**config.mk**
```make
export PLATFORM = sky130hd
export DESIGN_NAME = fp_mul_sequencer
export DESIGN_NICKNAME = d
export VERILOG_FILES = /design/src/rtl/fp_mul_sequencer.sv
export SDC_FILE = /design/constraint.sdc
export NUM_CORES = 1
export LEC_CHECK = 0
export BUFFER_PORTS_ARGS = -buffer_cell sky130_fd_sc_hd__buf_2
export CORE_MARGIN = 4
export CORE_UTILIZATION = 35
export CTS_BUF_LIST = sky130_fd_sc_hd__clkbuf_16
export DETAILED_ROUTE_END_ITERATION = 16
export MAX_ROUTING_LAYER = met4
export PLACE_DENSITY = 0.63
export SYNTH_ARGS = -nofsm -noshare
export SYNTH_HDL_FRONTEND = slang
export SYNTH_SLANG_ARGS = --single-unit
```
**constraint.sdc**
```tcl
create_clock -name clock_in -period 4.3 [get_ports clock_in]
set_clock_uncertainty 0.2 [all_clocks]
set_input_delay 0 -clock clock_in [delete_from_list [all_inputs] [get_ports clock_in]]
set_output_delay 0 -clock clock_in [all_outputs]
set_load 0.005 [all_outputs]
```
**src/rtl/fp_mul_sequencer.sv**
```systemverilog
// Sequential floating-point multiplier: shift-add mantissa multiply, normalize, pack.
// Define FP_MUL_ROUND_EN for round-to-nearest-even in NORM; otherwise the result is truncated.
module fp_mul_sequencer #(
  parameter int EXP_WIDTH      = 8,
  parameter int MANTISSA_WIDTH = 23
) (
  input  logic                                  clock_in,
  input  logic                                  reset_in,
  input  logic                                  start_in,
  input  logic [EXP_WIDTH+MANTISSA_WIDTH:0]     a_in,
  input  logic [EXP_WIDTH+MANTISSA_WIDTH:0]     b_in,
  output logic                                  ready_out,
  output logic                                  done_out,
  output logic [EXP_WIDTH+MANTISSA_WIDTH:0]     result_out,
  output logic                                  overflow_out,
  output logic                                  underflow_out,
  output logic                                  zero_out
);
  localparam int M  = MANTISSA_WIDTH;
  localparam int W  = 1 + EXP_WIDTH + M;
  localparam int PW = 2 * (M + 1);
  localparam int XW = EXP_WIDTH + 2;
  localparam int CW = $clog2(M + 2);
  localparam logic signed [XW-1:0] BIAS    = XW'((1 << (EXP_WIDTH - 1)) - 1);
  localparam logic signed [XW-1:0] EXP_MAX = XW'((1 << EXP_WIDTH) - 1);

  typedef enum logic [1:0] {IDLE, MULT, NORM, DONE} state_t;
  state_t state, state_nx;

  logic                 sign_q, zero_op_q;
  logic signed [XW-1:0] exp_q;
  logic [M:0]           ma_q, mb_q;
  logic [PW-1:0]        acc_q;
  logic [CW-1:0]        cnt_q;

  logic accept, a_zero, b_zero;
  assign ready_out = (state == IDLE) && !done_out;
  assign accept    = start_in && ready_out;
  assign a_zero    = (a_in[W-2 -: EXP_WIDTH] == '0);
  assign b_zero    = (b_in[W-2 -: EXP_WIDTH] == '0);

  always_comb begin
    state_nx = state;
    case (state)
      IDLE:    if (accept) state_nx = (a_zero || b_zero) ? DONE : MULT;
      MULT:    if (cnt_q == CW'(M)) state_nx = NORM;
      NORM:    state_nx = DONE;
      DONE:    state_nx = IDLE;
      default: state_nx = IDLE;
    endcase
  end

  // Normalization: product lies in [1,4); a set MSB means one extra exponent step.
  logic                 p_msb;
  logic [M-1:0]         frac_t, frac_f;
  logic signed [XW-1:0] exp_n, exp_f;
  assign p_msb  = acc_q[PW-1];
  assign frac_t = p_msb ? acc_q[2*M -: M] : acc_q[2*M-1 -: M];
  assign exp_n  = exp_q + (p_msb ? XW'(1) : XW'(0));

`ifdef FP_MUL_ROUND_EN
  logic guard, sticky, inc;
  logic [M:0] frac_r;
  always_comb begin
    guard  = p_msb ? acc_q[M] : acc_q[M-1];
    sticky = p_msb ? |acc_q[M-1:0] : |acc_q[M-2:0];
    inc    = guard & (sticky | frac_t[0]);
    frac_r = {1'b0, frac_t} + {{M{1'b0}}, inc};
    frac_f = frac_r[M-1:0];
    exp_f  = exp_n + (frac_r[M] ? XW'(1) : XW'(0));
  end
`else
  assign frac_f = frac_t;
  assign exp_f  = exp_n;
`endif

  always_ff @(posedge clock_in) begin
    if (reset_in) begin
      state         <= IDLE;
      done_out      <= 1'b0;
      result_out    <= '0;
      overflow_out  <= 1'b0;
      underflow_out <= 1'b0;
      zero_out      <= 1'b0;
      sign_q        <= 1'b0;
      zero_op_q     <= 1'b0;
      exp_q         <= '0;
      ma_q          <= '0;
      mb_q          <= '0;
      acc_q         <= '0;
      cnt_q         <= '0;
    end else begin
      state    <= state_nx;
      done_out <= (state == DONE);
      case (state)
        IDLE: if (accept) begin
          sign_q        <= a_in[W-1] ^ b_in[W-1];
          zero_op_q     <= a_zero || b_zero;
          exp_q         <= $signed({2'b00, a_in[W-2 -: EXP_WIDTH]})
                         + $signed({2'b00, b_in[W-2 -: EXP_WIDTH]}) - BIAS;
          ma_q          <= {1'b1, a_in[M-1:0]};
          mb_q          <= {1'b1, b_in[M-1:0]};
          acc_q         <= '0;
          cnt_q         <= '0;
          result_out    <= '0;
          overflow_out  <= 1'b0;
          underflow_out <= 1'b0;
          zero_out      <= 1'b0;
        end
        MULT: begin
          if (mb_q[cnt_q]) acc_q <= acc_q + (PW'(ma_q) << cnt_q);
          cnt_q <= cnt_q + CW'(1);
        end
        NORM: begin
          if (exp_f >= EXP_MAX) begin
            result_out   <= {sign_q, {EXP_WIDTH{1'b1}}, {M{1'b0}}};
            overflow_out <= 1'b1;
          end else if (exp_f <= 0) begin
            result_out    <= {sign_q, {(W-1){1'b0}}};
            underflow_out <= 1'b1;
            zero_out      <= 1'b1;
          end else begin
            result_out <= {sign_q, exp_f[EXP_WIDTH-1:0], frac_f};
          end
        end
        DONE: if (zero_op_q) begin
          result_out <= {sign_q, {(W-1){1'b0}}};
          zero_out   <= 1'b1;
        end
        default: ;
      endcase
    end
  end
endmodule

```
==> impl_metrics.json <==
{
  "mostFrequentLayoutCells": "nand2_1, dfxtp_1, nor2_1",
  "required_ns": 4.42,
  "ant_nets": 0,
  "p_seq_share_pct": 31.8,
  "p_int_mw": 3.15,
  "wl_per_cell_um": 16.1,
  "dieWidth_um": 179,
  "cts_buffer_depth": 2,
  "cts.reportedPaths.clkPinSlew_ns": 0.07,
  "ios": 104,
  "grt_use_total_pct": 19.8,
  "nets": 1675,
  "outcome": "finished, final reports clean",
  "yosysWarningCount": 0,
  "core_sq_um": 28800,
  "area_growth_pct": 33.0,
  "synth_fp_nets": 1438,
  "netlist_area_sq_um": 10200,
  "ys_types": 75,
  "routabilityCongestion": 0.966,
  "grt_pass1_wl_um": 50300,
  "ys.flop_type": "dfxtp_1",
  "vdd_drop_max_mv": 0.245,
  "dpl_worst_slack_ns": -0.0582,
  "fin_ws_ns": 0.0545,
  "utilization_pct": 47.3,
  "fin_cells": 1934,
  "rsz0062_at_grt": "true",
  "drtIter0Drc": 656,
  "numCtsBuffers": 17,
  "reg2reg_depth": 15,
  "fin_crit_ns": 4.25,
  "end_kind": "flip-flop",
  "finalHoldViolations": 0,
  "synth_top_family_by_area": "compound AO/OA/AOI/OAI gates",
  "p_leak_nw": 5.72,
  "dieArea_sq_um": 32100,
  "setup_viol": 0,
  "max-cap-violations": 0,
  "clock-root-buffer": "clkbuf_16",
  "synth_edf_count": 0,
  "rows": 62,
  "hold_path_depth": 5,
  "post-route-period-util_pct": 98.7,
  "worst_skew_pair.late_latency_ns": 0.44,
  "vias_per_cell": 5.32,
  "synth_compound_area_share_pct": 23.4,
  "syn_inst": 1300,
  "grt_pass1_vias": 9966,
  "grt_max_degree": 67,
  "combPwrFrac_pct": 40.4,
  "swShare_pct": 38.4,
  "dpl.hpwl_um": 21500,
  "synth-seq-area-share_pct": 29.3,
  "p_switching_mw": 1.96,
  "cts_max_level": 4,
  "antenna_found_initial": 0,
  "cts_sinks": 150,
  "worst_pin_slew_ns": 1.23,
  "fmax_mhz": 236,
  "place_inst": 1770,
  "overflow": 0,
  "cts_tree": "yes",
  "drc": 0,
  "finalMaxSlewViolations": 0,
  "synthAdderAreaFrac_pct": 8.82,
  "post_synth.cell_area_avg_sq_um": 7.87,
  "final_common_cell": "nand2_1",
  "critPathLaunchType": "flip-flop",
  "clkPwrFrac_pct": 27.8,
  "criticalPathCategory": "flip-flop to flip-flop",
  "synth_xor_area_share_pct": 5.05,
  "synth-simple-area-share_pct": 19.5,
  "drive_gt1_share_pct": 21.6,
  "hold_path_class": "input port to flip-flop",
  "vias": 10295,
  "async_flop_share_pct": 0,
  "p_per_area_nw_per_um2": 376,
  "routed_wl_um": 31200,
  "dr.pass1.iters": 5,
  "cp.arrival_ns": 4.37,
  "dieHeight_um": 179,
  "start_util_pct": 35.6,
  "slew_headroom_pct": 17.9,
  "synth-seq-cells": 150,
  "synthMuxAreaShare_pct": 9.86,
  "critPathMaxFanout": 7,
  "antenna_cells": 0,
  "port_buffers": 103
}
cells by family (layout without fill, tap and decap cells):
family,Yosys count,count (layout)
AND/OR/NAND/NOR,456,456
adder cells (fa/ha/maj),71,71
AO/OA/AOI/OAI,385,385
XOR/XNOR,59,59
multiplexers,76,76
flip-flops,150,150
buffers and inverters,103,353
power by group through the flow:
stage	logic, mW	registers [mW]	clock network (mW)
2_1_floorplan	1.23	1.62	0
3_3_place_gp	1.71	1.65	0
3_5_place_dp	1.72	1.65	0
4_1_cts	1.90	1.62	1.45
5_1_grt	2.26	1.64	1.50
6_report	2.07	1.63	1.42
registers in the layout (all words and copies together) (netlist names):
signal,count
acc_q,48
cnt_q,5
done_out,1
exp_q,10
ma_q,24
mb_q,23
overflow_out,1
result_out,32
sign_q,1
state,2
underflow_out,1
zero_op_q,1
zero_out,1
stage by stage:
step | hold slack, ns | power, mW | cell area, sq um | setup TNS (ns)
after floorplan | -0.0640 | 2.85 | 10200 | 0
after global placement | 0.0459 | 3.35 | 11400 | -0.00558
after detailed placement | 0.0462 | 3.37 | 11400 | -0.145
after CTS | 0.00386 | 4.97 | 13200 | -0.0172
after global routing | 0.0631 | 5.41 | 13600 | -0.213
final | 0.0138 | 5.12 | 13600 | 0
routing by layer:
layer / routed length, um / up-vias / track usage, %
met3: 1520 / 49 / 3.02
met2: 14600 / 294 / 31.3
met1: 14400 / 4803 / 26.4
met5: 0 / - / -
met4: 706 / 0 / 5.72
li1: - / 5149 / -
synth_stat cells (3+ instances only):
cell type | count | share of area (%)
a21oi_1 | 141 | 6.9
mux4_2 | 10 | 2.2
nor2_1 | 124 | 4.5
nand2_1 | 213 | 7.8
ha_1 | 69 | 8.4
o31ai_1 | 3 | 0.22
buf_2 | 12 | 0.59
a41oi_1 | 4 | 0.34
a211oi_1 | 9 | 0.66
nor4_1 | 3 | 0.18
dfxtp_1 | 150 | 29
nand4_1 | 9 | 0.55
o22a_1 | 5 | 0.43
and3_1 | 10 | 0.61
xnor2_1 | 39 | 3.3
a21o_1 | 28 | 2.1
xor2_1 | 20 | 1.7
o21ai_0 | 68 | 3.3
a21boi_0 | 3 | 0.22
o22ai_1 | 14 | 0.86
nor2b_1 | 16 | 0.98
a22oi_1 | 51 | 3.7
o211ai_1 | 7 | 0.51
and2_1 | 15 | 0.92
nor3_1 | 20 | 0.98
nand2b_1 | 8 | 0.49
buf_1 | 9 | 0.33
mux4_1 | 5 | 1.3
inv_1 | 21 | 0.77
nand3_1 | 19 | 0.93
or4_1 | 3 | 0.22
mux2_2 | 34 | 3.7
o21a_1 | 5 | 0.37
o21bai_1 | 10 | 0.73
clkbuf_1 | 57 | 2.1
o21ai_1 | 7 | 0.34
a31oi_1 | 5 | 0.31
mux2i_1 | 27 | 2.6
critical path, cell delays in order (launching register included):
cell and delay, ns:
dfxtp_4 0.40, clkbuf_16 0.16, mux4_2 0.52, mux2i_1 0.29
mux2_2 0.25, nor2_1 0.06, ha_1 0.32, and2_1 0.20
and2_1 0.16, or3_4 0.43, a21oi_4 0.19, a21oi_2 0.09
a211o_1 0.34, o31a_1 0.28, mux2i_1 0.17, o21ai_1 0.07
timing repair:
item,in CTS,in global routing
hold buffers,117,0
setup buffers,0,12
resized for setup,11,79
hold endpoints to repair,70,0
cloned,0,3
setup endpoints to repair,6,20
pin swaps,0,19
path summary, 6_finish.rpt:
check            startpoint             end  slack, ns
max                cnt_q[0]       acc_q[44]       0.05
min                b_in[25]        exp_q[3]       0.01
max reg2reg        cnt_q[0]       acc_q[44]       0.05
min reg2reg  result_out[27]  result_out[27]       0.25
layout make-up:
| class | instances | area [sq um] |
|---|---|---|
| Inverter | 23 | 90.1 |
| Clock inverter | 15 | 119 |
| Tap cell | 384 | 480 |
| Clock buffer | 17 | 425 |
| Multi-Input combinational cell | 1047 | 7140 |
| Timing Repair Buffer | 298 | 2350 |
| Fill cell | 2755 | 15200 |
| Sequential cell | 150 | 3010 |
Power figures use the tool's default switching activity.
